--- src/rtl/nf10_eee_lpi_port_lookup.sv ---
// -----------------------------------------------------------------------------
// nf10_eee_lpi_port_lookup
//
// Energy-Efficient-Ethernet output stage. Packets are buffered in a small
// fallthrough FIFO and forwarded on the master stream. The destination-port
// byte in TUSER can be forced to dst_port_cfg. After a programmable idle
// period the block can emit a one-beat LPI marker frame. It then runs a
// SLEEP / QUIET / WAKE timer sequence. While that sequence runs, incoming
// traffic keeps buffering and the slave side only sees backpressure.
//
// Ports:
//   axi_aclk, axi_resetn        clock, asynchronous active-low reset
//   s_axis_*                    slave AXI-Stream (data, strobes, user, last)
//   m_axis_*                    master AXI-Stream (data, strobes, user, last)
//   lpi_en                      level enable for LPI entry
//   dst_port_cfg                destination-port byte, used when DST_OVERRIDE=1
//   lpi_active                  high in SLEEP, QUIET and WAKE
//   lpi_state                   state index: 0 ACTIVE, 1 MARKER, 2 SLEEP,
//                               3 QUIET, 4 WAKE
//   stat_lpi_entries            saturating count of SLEEP entries
//   stat_quiet_cycles           saturating count of cycles spent in QUIET
// -----------------------------------------------------------------------------
module nf10_eee_lpi_port_lookup #(
  parameter int         C_M_AXIS_DATA_WIDTH  = 256,
  parameter int         C_S_AXIS_DATA_WIDTH  = 256,
  parameter int         C_M_AXIS_TUSER_WIDTH = 128,
  parameter int         C_S_AXIS_TUSER_WIDTH = 128,
  parameter int         SRC_PORT_POS         = 16,
  parameter int         DST_PORT_POS         = 24,
  parameter int         FIFO_DEPTH_BITS      = 2,
  parameter int         TIMER_WIDTH          = 16,
  parameter int         IDLE_CYCLES          = 16,
  parameter int         T_SLEEP              = 461,
  parameter int         T_QUIET_MIN          = 717,
  parameter int         T_WAKE               = 6349,
  parameter int         SEND_MARKER          = 1,
  parameter logic [7:0] MARKER_PORT          = 8'h04,
  parameter int         DST_OVERRIDE         = 0
) (
  input  logic                              axi_aclk,
  input  logic                              axi_resetn,
  input  logic [C_S_AXIS_DATA_WIDTH-1:0]    s_axis_tdata,
  input  logic [C_S_AXIS_DATA_WIDTH/8-1:0]  s_axis_tstrb,
  input  logic [C_S_AXIS_TUSER_WIDTH-1:0]   s_axis_tuser,
  input  logic                              s_axis_tvalid,
  output logic                              s_axis_tready,
  input  logic                              s_axis_tlast,
  output logic [C_M_AXIS_DATA_WIDTH-1:0]    m_axis_tdata,
  output logic [C_M_AXIS_DATA_WIDTH/8-1:0]  m_axis_tstrb,
  output logic [C_M_AXIS_TUSER_WIDTH-1:0]   m_axis_tuser,
  output logic                              m_axis_tvalid,
  input  logic                              m_axis_tready,
  output logic                              m_axis_tlast,
  input  logic                              lpi_en,
  input  logic [7:0]                        dst_port_cfg,
  output logic                              lpi_active,
  output logic [2:0]                        lpi_state,
  output logic [31:0]                       stat_lpi_entries,
  output logic [31:0]                       stat_quiet_cycles
);

  localparam int     DEPTH      = 1 << FIFO_DEPTH_BITS;
  localparam int     CNT_W      = FIFO_DEPTH_BITS + 1;
  localparam int     STRB_W     = C_M_AXIS_DATA_WIDTH / 8;
  localparam int     ENTRY_W    = C_M_AXIS_DATA_WIDTH + STRB_W + C_M_AXIS_TUSER_WIDTH + 1;
  localparam longint TIMER_MAX  = (longint'(1) << TIMER_WIDTH) - 1;
  localparam logic [31:0] MARKER_PATTERN = 32'hEEE0_1D1E;

  // Parameter sanity checks, resolved at elaboration.
  if (C_M_AXIS_DATA_WIDTH != C_S_AXIS_DATA_WIDTH ||
      C_M_AXIS_TUSER_WIDTH != C_S_AXIS_TUSER_WIDTH ||
      C_M_AXIS_DATA_WIDTH < 32 || (C_M_AXIS_DATA_WIDTH % 8) != 0 ||
      SRC_PORT_POS + 8 > C_M_AXIS_TUSER_WIDTH ||
      DST_PORT_POS + 8 > C_M_AXIS_TUSER_WIDTH ||
      C_M_AXIS_TUSER_WIDTH < 16 || FIFO_DEPTH_BITS < 1 ||
      IDLE_CYCLES < 1 || T_SLEEP < 1 || T_QUIET_MIN < 1 || T_WAKE < 1 ||
      longint'(IDLE_CYCLES) > TIMER_MAX || longint'(T_SLEEP) > TIMER_MAX ||
      longint'(T_QUIET_MIN) > TIMER_MAX || longint'(T_WAKE) > TIMER_MAX) begin : g_bad_params
    $error("nf10_eee_lpi_port_lookup: illegal parameter combination");
  end

  // Timers compare against value-1 so each state lasts exactly its count.
  localparam logic [TIMER_WIDTH-1:0] IDLE_LAST  = TIMER_WIDTH'(IDLE_CYCLES - 1);
  localparam logic [TIMER_WIDTH-1:0] SLEEP_LAST = TIMER_WIDTH'(T_SLEEP - 1);
  localparam logic [TIMER_WIDTH-1:0] QUIET_LAST = TIMER_WIDTH'(T_QUIET_MIN - 1);
  localparam logic [TIMER_WIDTH-1:0] WAKE_LAST  = TIMER_WIDTH'(T_WAKE - 1);

  typedef enum logic [2:0] {
    ST_ACTIVE = 3'd0,
    ST_MARKER = 3'd1,
    ST_SLEEP  = 3'd2,
    ST_QUIET  = 3'd3,
    ST_WAKE   = 3'd4
  } state_t;

  function automatic logic [31:0] sat_inc(input logic [31:0] v);
    return (v == '1) ? v : v + 32'd1;
  endfunction

  state_t                         state;
  logic [TIMER_WIDTH-1:0]         idle_timer;
  logic [TIMER_WIDTH-1:0]         state_timer;
  logic                           in_pkt;

  // ---------------------------------------------------------------- FIFO
  logic [ENTRY_W-1:0]              fifo_mem [DEPTH];
  logic [FIFO_DEPTH_BITS-1:0]      wr_ptr, rd_ptr;
  logic [CNT_W-1:0]                count;
  logic                            fifo_empty, fifo_nearly_full;
  logic                            wr_en, rd_en;
  logic [C_M_AXIS_DATA_WIDTH-1:0]  head_data;
  logic [STRB_W-1:0]               head_strb;
  logic [C_M_AXIS_TUSER_WIDTH-1:0] head_user;
  logic                            head_last;

  assign fifo_empty       = (count == '0);
  // One slot of headroom so upstream sees backpressure before the FIFO is full.
  assign fifo_nearly_full = (count >= CNT_W'(DEPTH - 1));
  assign s_axis_tready    = !fifo_nearly_full;
  assign wr_en            = s_axis_tvalid && !fifo_nearly_full;
  assign rd_en            = (state == ST_ACTIVE) && !fifo_empty && m_axis_tready;

  assign {head_last, head_user, head_strb, head_data} = fifo_mem[rd_ptr];

  // NOTE: the storage array has no reset; emptiness is tracked by the reset
  // pointers and count, so stale contents are never presented as valid.
  always_ff @(posedge axi_aclk) begin
    if (wr_en) fifo_mem[wr_ptr] <= {s_axis_tlast, s_axis_tuser, s_axis_tstrb, s_axis_tdata};
  end

  always_ff @(posedge axi_aclk or negedge axi_resetn) begin
    if (!axi_resetn) begin
      wr_ptr <= '0;
      rd_ptr <= '0;
      count  <= '0;
    end else begin
      if (wr_en) wr_ptr <= wr_ptr + FIFO_DEPTH_BITS'(1);
      if (rd_en) rd_ptr <= rd_ptr + FIFO_DEPTH_BITS'(1);
      case ({wr_en, rd_en})
        2'b10:   count <= count + CNT_W'(1);
        2'b01:   count <= count - CNT_W'(1);
        default: ;
      endcase
    end
  end

  // ---------------------------------------------------------- output mux
  // NOTE: every output gets a default before the case so no latch is inferred.
  always_comb begin
    m_axis_tvalid = 1'b0;
    m_axis_tdata  = head_data;
    m_axis_tstrb  = head_strb;
    m_axis_tlast  = head_last;
    m_axis_tuser  = head_user;
    if (DST_OVERRIDE != 0) m_axis_tuser[DST_PORT_POS +: 8] = dst_port_cfg;
    case (state)
      ST_ACTIVE: m_axis_tvalid = !fifo_empty;
      ST_MARKER: begin
        m_axis_tvalid = 1'b1;
        m_axis_tdata  = '0;
        m_axis_tdata[C_M_AXIS_DATA_WIDTH-1 -: 32] = MARKER_PATTERN;
        m_axis_tstrb  = '1;
        m_axis_tlast  = 1'b1;
        m_axis_tuser  = '0;
        m_axis_tuser[DST_PORT_POS +: 8] = MARKER_PORT;
        m_axis_tuser[15:0]              = 16'(STRB_W);
      end
      default: ;
    endcase
  end

  assign lpi_state = state;

  // ----------------------------------------------------------------- FSM
  logic idle_cond, wake_req;
  assign idle_cond = fifo_empty && !in_pkt && lpi_en;
  assign wake_req  = !fifo_empty || !lpi_en;

  // NOTE: all state here uses non-blocking assignments so every register
  // samples the pre-edge values, independent of statement order.
  always_ff @(posedge axi_aclk or negedge axi_resetn) begin
    if (!axi_resetn) begin
      state             <= ST_ACTIVE;
      idle_timer        <= '0;
      state_timer       <= '0;
      in_pkt            <= 1'b0;
      lpi_active        <= 1'b0;
      stat_lpi_entries  <= '0;
      stat_quiet_cycles <= '0;
    end else begin
      // Saturate so a long QUIET stay cannot wrap the >= comparison.
      state_timer <= (state_timer == '1) ? state_timer : state_timer + TIMER_WIDTH'(1);
      case (state)
        ST_ACTIVE: begin
          if (rd_en) in_pkt <= !head_last;
          if (!idle_cond) begin
            idle_timer <= '0;
          end else if (idle_timer != IDLE_LAST) begin
            idle_timer <= idle_timer + TIMER_WIDTH'(1);
          end else begin
            idle_timer  <= '0;
            state_timer <= '0;
            if (SEND_MARKER != 0) begin
              state <= ST_MARKER;
            end else begin
              state            <= ST_SLEEP;
              lpi_active       <= 1'b1;
              stat_lpi_entries <= sat_inc(stat_lpi_entries);
            end
          end
        end
        ST_MARKER: begin
          if (m_axis_tready) begin
            state            <= ST_SLEEP;
            state_timer      <= '0;
            lpi_active       <= 1'b1;
            stat_lpi_entries <= sat_inc(stat_lpi_entries);
          end
        end
        ST_SLEEP: begin
          if (state_timer == SLEEP_LAST) begin
            state       <= wake_req ? ST_WAKE : ST_QUIET;
            state_timer <= '0;
          end
        end
        ST_QUIET: begin
          stat_quiet_cycles <= sat_inc(stat_quiet_cycles);
          if (state_timer >= QUIET_LAST && wake_req) begin
            state       <= ST_WAKE;
            state_timer <= '0;
          end
        end
        ST_WAKE: begin
          if (state_timer == WAKE_LAST) begin
            state       <= ST_ACTIVE;
            state_timer <= '0;
            idle_timer  <= '0;
            lpi_active  <= 1'b0;
          end
        end
        default: begin
          state       <= ST_ACTIVE;
          state_timer <= '0;
          lpi_active  <= 1'b0;
        end
      endcase
    end
  end

endmodule

--- config.mk ---
export PLATFORM = sky130hd
export DESIGN_NAME = nf10_eee_lpi_port_lookup
export DESIGN_NICKNAME = d
export VERILOG_FILES = /design/src/rtl/nf10_eee_lpi_port_lookup.sv
export SDC_FILE = /design/constraint.sdc
export NUM_CORES = 1
export LEC_CHECK = 0
export ABC_CLOCK_PERIOD_IN_PS = 13000
export BUFFER_PORTS_ARGS = -buffer_cell sky130_fd_sc_hd__buf_4
export CAP_MARGIN = 25
export CORE_MARGIN = 2
export CORE_UTILIZATION = 55
export DETAILED_ROUTE_END_ITERATION = 12
export MAX_ROUTING_LAYER = met4
export PLACE_DENSITY = 0.77
export REMOVE_ABC_BUFFERS = 1
export SLEW_MARGIN = 20
export SYNTH_ARGS = -nofsm -noshare
export SYNTH_HDL_FRONTEND = slang
export SYNTH_SLANG_ARGS = --single-unit
--- constraint.sdc ---
create_clock -name axi_aclk -period 13 [get_ports axi_aclk]
set_clock_uncertainty 0.05 [all_clocks]
set_input_delay 2.6 -clock axi_aclk [delete_from_list [all_inputs] [get_ports axi_aclk]]
set_output_delay 2.6 -clock axi_aclk [all_outputs]
set_load 0.1 [all_outputs]
==> results of run 1 <==
==> flip-flops by register name, summed over array words and instances, names as in the netlist <==
signal,flops
fifo_mem,1668
wr_ptr,2
count,3
stat_lpi_entries,32
rd_ptr,2
lpi_state,3
in_pkt,1
stat_quiet_cycles,32
idle_timer,16
state_timer,16
lpi_active,1
==> cell usage after synthesis, drive strengths merged, types with 3 or more instances <==
| library cell | instances | area share, % |
|---|---|---|
| a31oi | 10 | 0.091 |
| nand2 | 33 | 0.18 |
| nor2 | 43 | 0.25 |
| xnor2 | 63 | 0.81 |
| a21oi | 13 | 0.095 |
| a211oi | 3 | 0.033 |
| nor3 | 32 | 0.27 |
| inv | 21 | 0.12 |
| o211ai | 4 | 0.059 |
| and3 | 18 | 0.16 |
| and4 | 6 | 0.077 |
| nand4 | 39 | 0.36 |
| nor4 | 14 | 0.15 |
| nand3b | 3 | 0.057 |
| nor3b | 6 | 0.066 |
| ha | 10 | 0.18 |
| mux4 | 417 | 14 |
| buf | 79 | 0.55 |
| o21ai | 9 | 0.071 |
| dfrtp | 108 | 4.0 |
| nor2b | 366 | 3.3 |
| clkbuf | 79 | 0.43 |
| mux2 | 4 | 0.066 |
| nand3 | 45 | 0.33 |
| edfxtp | 1668 | 73 |
| xor2 | 19 | 0.24 |
| or4 | 4 | 0.055 |
| and2 | 5 | 0.046 |
| mux2i | 3 | 0.044 |
| or2 | 55 | 0.50 |
==> through the flow <==
stage / cell area (sq um) / setup slack (ns) / utilization, % / std cells
4_1_cts: 82400 / 5.82 / 66.7 / 5946
6_report: 82600 / 5.97 / 66.9 / 6005
2_1_floorplan: 67700 / -21.01 / - / 3049
3_5_place_dp: 77000 / 6.73 / 62.4 / 5629
3_3_place_gp: 77000 / 6.72 / 62.4 / 5629
5_1_grt: 82600 / 5.60 / 66.9 / 6003
==> logic make-up (layout without fill, tap and decap cells) <==
logic type | Yosys count | in the layout | synth area share (%)
flops | 1776 | 1776 | 77.2
simple gates | 681 | 681 | 6.00
mux | 424 | 424 | 13.8
buf+inv | 179 | 1283 | 1.10
xor+xnor | 82 | 82 | 1.05
compound gates | 54 | 54 | 0.600
fa+ha+maj | 11 | 11 | 0.212
other cells | 0 | 57 | 0
==> worst register-to-register path, delay by kind of cell, from the launching register on <==
| kind | cells | cell delay (ns) |
|---|---|---|
| buffers and inverters | 2 | 1.66 |
| DFF | 1 | 0.46 |
| AOI/OAI and AO/OA | 1 | 0.42 |
| and+or+nand+nor | 1 | 0.96 |
==> worst max-delay path by stage <==
stage	from	slack (ns)	end	cells past startpoint
2_1_floorplan	lpi_state[0]	-21.01	m_axis_tdata[0]	2
3_3_place_gp	rd_ptr[0]	6.72	m_axis_tuser[87]	5
3_5_place_dp	rd_ptr[0]	6.73	m_axis_tdata[108]	5
4_1_cts	rd_ptr[0]	5.82	m_axis_tdata[108]	5
5_1_grt	rd_ptr[0]	5.60	m_axis_tdata[108]	5
6_report	rd_ptr[0]	5.97	m_axis_tdata[108]	5
==> layout make-up <==
class	instances	area (sq um)
multi-input combinational	1252	14900
antenna	57	143
inverter	21	78.8
fill	7726	40900
sequential	1776	52800
timing repair buffer	945	7300
tap	1637	2050
clock inverter	91	667
clock buffer	226	4680
==> metal layers <==
layer / wire length (microns) / share of wire [%] / track usage [%] / vias up
met5: 0 / 0 / - / -
met4: 7040 / 4.5 / 11.7 / 0
li1: - / - / - / 15000
met2: 78700 / 50 / 39.1 / 1459
met1: 56200 / 36 / 30.5 / 17900
met3: 15800 / 10 / 8.85 / 314
==> metrics.md, run 1 <==
| Metric | Value |
|---|---|
| Status | `complete, no violations` |
| Synth Cell Area | `68400 sq um` |
| Hold path depth | `1` |
| DR iter-0 viols | `2908` |
| Final hold violation count | `0` |
| Final net count | `4611` |
| IO Pins | `917` |
| Worst Min Path Start | `idle_timer[15]` |
| First-pass GRT wire length | `230 mm` |
| Reg2reg start | `count[0]` |
| Final TNS setup | `0 ns` |
| CP Capture Type | `primary output` |
| Clock latency at the later pin of the worst-skew pair | `0.79 ns` |
| Hold Crit Endpoint | `idle_timer[15]` |
| Fmax | `142 MHz` |
| Initial Util | `55.4%` |
| H-tree Lvls | `4` |
| Final period util | `54.1%` |
| Critical Path RT | `10.35 ns` |
| # DRC | `0` |
| Commonest non-fill, non-tap cell in the layout | `edfxtp_1` |
| Most frequent cells in the layout | `edfxtp_1, buf_4, mux4_2, nor2b_1, clkbuf_16` |
| Setup repair after global routing missed its margin | `false` |
| Worst-path clk slew | `0.06 ns` |
| # rows | `129` |
| Post-CTS Resized | `0` |
| Slew headroom | `27.5%` |
| Setup Crit Path Kind | `reg2out` |
| Top cell by count, worst path | `buf_4` |
| Post-route ant nets | `0` |
| Final wirelength | `158 mm` |
| Reg-to-reg slack, setup | `9.04 ns` |
| Ordered cell list for the critical path | `buf_12 > buf_4 > mux4_2 > nor2b_1 > buf_4` |
| Hpwl dp | `97.2 mm` |
| Synth cell types | `64` |
| Synth Flop Type | `edfxtp_1` |
| Die X | `357 microns` |
| Share of cells above drive strength 1 | `38.9%` |
| Total vias in the final route | `34700` |
| Gr usage total | `25.5%` |
| Largest stage delay, worst path | `0.82 ns` |
| Final Max Tran Viols | `0` |
| Worst-Margin Slew | `1.09 ns` |
| Warnings, synthesis | `0` |
| Routed WL per cell | `26.3 microns` |
| Worst Path Buf+Inv | `3` |
| Vias/cell | `5.78` |
| Number of enable flip-flop cells after synthesis | `1668` |
| Ys async rst share | `6.08%` |
| Largest net degree at the start of global routing | `163` |
| Synthesized area per cell | `21.3 sq um` |
| Worst hold margin | `0.437 ns` |
| CP max stage cell | `buf_4` |
| Worst R2R Path Depth | `4` |
| Final setup fails | `0` |
| HP Class | `reg2reg` |
| Num CTS Buffers | `174` |
| Die height | `357 microns` |
| Area grow syn2layout | `20.8%` |
| Cells after Synth | `3207` |
| PortBufs | `908` |
| Total grt overflow | `0` |
| Antenna violations before repair | `57` |
| CTS tree | `done` |
| CP Data Arrival Time | `4.38 ns` |
| CP Max Fanout | `95` |
| Crit Reg-Reg Endpoint | `fifo_mem[0][32]` |
| Vias in the first global route | `35700` |
| Clk sinks | `1776` |
| Core area | `123000 sq um` |
| Worst setup SP type | `flop` |
| TritonRoute pass-1 iters | `5` |
| Seq/Total Area, Yosys | `77.2%` |
| Clock buffer depth | `3` |
| Total die area | `127000 sq um` |
| Root buffer cell | `clkbuf_16` |
| Synth Register Bits | `1776` |
| Final Wtd Congestion | `0.842` |
| Hold Buf Count CTS | `0` |
| CP top delay family | `buffers and inverters` |
| Final min period | `7.03 ns` |
| # Post-CTS Setup Buffers | `0` |
| Maximum capacitance violations | `0` |
Power of run 1 is not shown: default switching activity piles up to over one toggle a cycle in this logic, so the estimate is an artifact.
==> run 2: changes to the inputs <==
--- a/config.mk
+++ b/config.mk
@@ -5,14 +5,14 @@
 export SDC_FILE = /design/constraint.sdc
 export NUM_CORES = 1
 export LEC_CHECK = 0
-export ABC_CLOCK_PERIOD_IN_PS = 13000
+export ABC_CLOCK_PERIOD_IN_PS = 6450
 export BUFFER_PORTS_ARGS = -buffer_cell sky130_fd_sc_hd__buf_4
 export CAP_MARGIN = 25
 export CORE_MARGIN = 2
-export CORE_UTILIZATION = 55
+export CORE_UTILIZATION = 52
 export DETAILED_ROUTE_END_ITERATION = 12
 export MAX_ROUTING_LAYER = met4
-export PLACE_DENSITY = 0.77
+export PLACE_DENSITY = 0.76
 export REMOVE_ABC_BUFFERS = 1
 export SLEW_MARGIN = 20
 export SYNTH_ARGS = -nofsm -noshare
==> constraint.sdc (replaced) <==
create_clock -name axi_aclk -period 6.45 [get_ports axi_aclk]
set_clock_uncertainty 0.05 [all_clocks]
set_input_delay 1.29 -clock axi_aclk [delete_from_list [all_inputs] [get_ports axi_aclk]]
set_output_delay 1.29 -clock axi_aclk [all_outputs]
set_load 0.1 [all_outputs]
==> run 2 against run 1 <==
  * First-iteration DRC count is 6.5% higher
  * Die area is 5.7% higher
  * Register-to-register slack worse by 5.5 ns
  * Via count is 0.26% lower
  * Global-route usage is 1.7 points lower
  * Highest routed layer unchanged
==> metrics.md, run 2 (synthesis gave the netlist of run 1 again) <==
| Metric | Value |
|---|---|
| Final Max Tran Viols | `0` |
| PortBufs | `908` |
| Hold Crit Endpoint | `idle_timer[15]` |
| Area grow syn2layout | `21.5%` |
| Final min period | `4.77 ns` |
| Clock latency at the later pin of the worst-skew pair | `0.78 ns` |
| Largest register FFs | `1668` |
| CTS tree | `done` |
| Largest net degree at the start of global routing | `159` |
| Slew headroom | `32.4%` |
| Top reg by flops | `fifo_mem` |
| H-tree Lvls | `4` |
| Commonest non-fill, non-tap cell in the layout | `edfxtp_1` |
| Share of cells above drive strength 1 | `39.4%` |
| Setup Crit Path Kind | `reg2out` |
| Worst-Margin Slew | `1.01 ns` |
| Initial Util | `52.2%` |
| Core area | `131000 sq um` |
| Fillers | `8713` |
| Vias in the first global route | `35600` |
| Total grt overflow | `0` |
| Antenna violations before repair | `26` |
| Root buffer cell | `clkbuf_16` |
| Clock buffer depth | `3` |
| DP Cell Count | `5781` |
| Largest stage delay, worst path | `0.72 ns` |
| IO Pins | `917` |
| First-pass GRT wire length | `230 mm` |
| # DRC | `0` |
| CP Data Arrival Time | `3.43 ns` |
| CP Max Fanout | `24` |
| Hpwl dp | `99.5 mm` |
| Hold Buf Count CTS | `0` |
| Worst Min Path Start | `idle_timer[15]` |
| Routed WL per cell | `25.4 microns` |
| Vias/cell | `5.65` |
| Maximum capacitance violations | `0` |
| Post-route ant nets | `0` |
| Total vias in the final route | `34600` |
| Critical Path RT | `5.11 ns` |
| Total die area | `134000 sq um` |
| Final TNS setup | `0 ns` |
| Gr usage total | `23.7%` |
| CP max stage cell | `dfrtp_4` |
| Reg-to-reg slack, setup | `3.50 ns` |
| CP Capture Type | `primary output` |
| Biggest regs | `fifo_mem: 1668 flops, stat_lpi_entries: 32 flops, stat_quiet_cycles: 32 flops` |
| Setup repair after global routing missed its margin | `false` |
| CP top delay family | `buffers and inverters` |
| Final hold violation count | `0` |
| Worst-path clk slew | `0.06 ns` |
| Die height | `367 microns` |
| DR iter-0 viols | `3097` |
| Final Wtd Congestion | `0.828` |
| Crit Reg-Reg Endpoint | `fifo_mem[3][407]` |
| # rows | `133` |
| Flip-flop and latch area | `52800 sq um` |
| Multi-input gate area | `14900 sq um` |
| Hold path depth | `1` |
| Post-CTS Resized | `0` |
| Die X | `367 microns` |
| Final setup fails | `0` |
| Final wirelength | `156 mm` |
| # Post-CTS Setup Buffers | `0` |
| TritonRoute pass-1 iters | `6` |
| HP Class | `reg2reg` |
| Layout Utilization | `63.4%` |
| Worst R2R Path Depth | `4` |
| Final period util | `74.0%` |
| Fmax | `210 MHz` |
| Top cell by count, worst path | `buf_4` |
| Worst slack at placement | `2.19 ns` |
| Final net count | `4644` |
| Status | `complete, no violations` |
| Num CTS Buffers | `174` |
| Clk sinks | `1776` |
| Reg2reg start | `count[0]` |
| Final std cells w/o fill | `6125` |
| Worst setup SP type | `flop` |
| Most frequent cells in the layout | `edfxtp_1, buf_4, mux4_2, nor2b_1, clkbuf_16` |
| Worst Path Buf+Inv | `3` |
| Final Worst Setup Slack | `1.68 ns` |
| Ordered cell list for the critical path | `buf_16 > buf_4 > mux4_2 > or2_2 > buf_4` |
## run 2: cell types whose count changed in the layout (fill, tap and decap cells not counted), moves of 2 or more
cell and change:
buf_12 +15, buf_4 +18, clkbuf_1 +3, clkbuf_8 +2, clkinv_1 -4, diode_2 -31
## run 2: worst max-delay path by stage
stage | from | endpoint | slack [ns] | depth (start not counted)
final | rd_ptr[0] | m_axis_tstrb[0] | 1.68 | 5
after global routing | rd_ptr[0] | m_axis_tstrb[0] | 1.44 | 5
after CTS | rd_ptr[0] | m_axis_tstrb[0] | 1.31 | 4
after detailed placement | rd_ptr[0] | m_axis_tstrb[0] | 2.19 | 4
after global placement | rd_ptr[0] | m_axis_tstrb[0] | 2.20 | 4
after floorplan | lpi_state[0] | m_axis_tdata[0] | -26.25 | 2
## run 2: per-layer routing
layer	GRT usage, %	vias to the layer above	share of wire, %
met5	-	-	0
met4	7.57	0	2.7
met3	8.41	212	9.7
met2	38.2	1378	51
met1	28.1	18000	36
li1	-	15000	-
## run 2: final cells by class
class	instances	share of cell area [%]
inverter	21	0.0949
clock inverter	86	0.775
clock buffer	231	5.68
tap	1755	2.64
antenna	26	0.0783
multi-input combinational	1252	17.9
sequential	1776	63.5
timing repair buffer	978	9.29
## run 2: through the flow
stage | hold WS (ns) | area [sq um]
final | 0.439 | 83100
after global routing | 0.459 | 83100
after detailed placement | 0.430 | 77600
after global placement | 0.425 | 77600
after floorplan | 0.402 | 67700
after CTS | 0.441 | 83000
## run 2: worst reg2reg max path, stage by stage (launching register included)
cell and delay [ns]:
dfrtp_1 0.46, a21oi_1 0.46, and3_4 0.81, buf_12 0.34
buf_12 0.39
Power of run 2 is left out for the same reason.
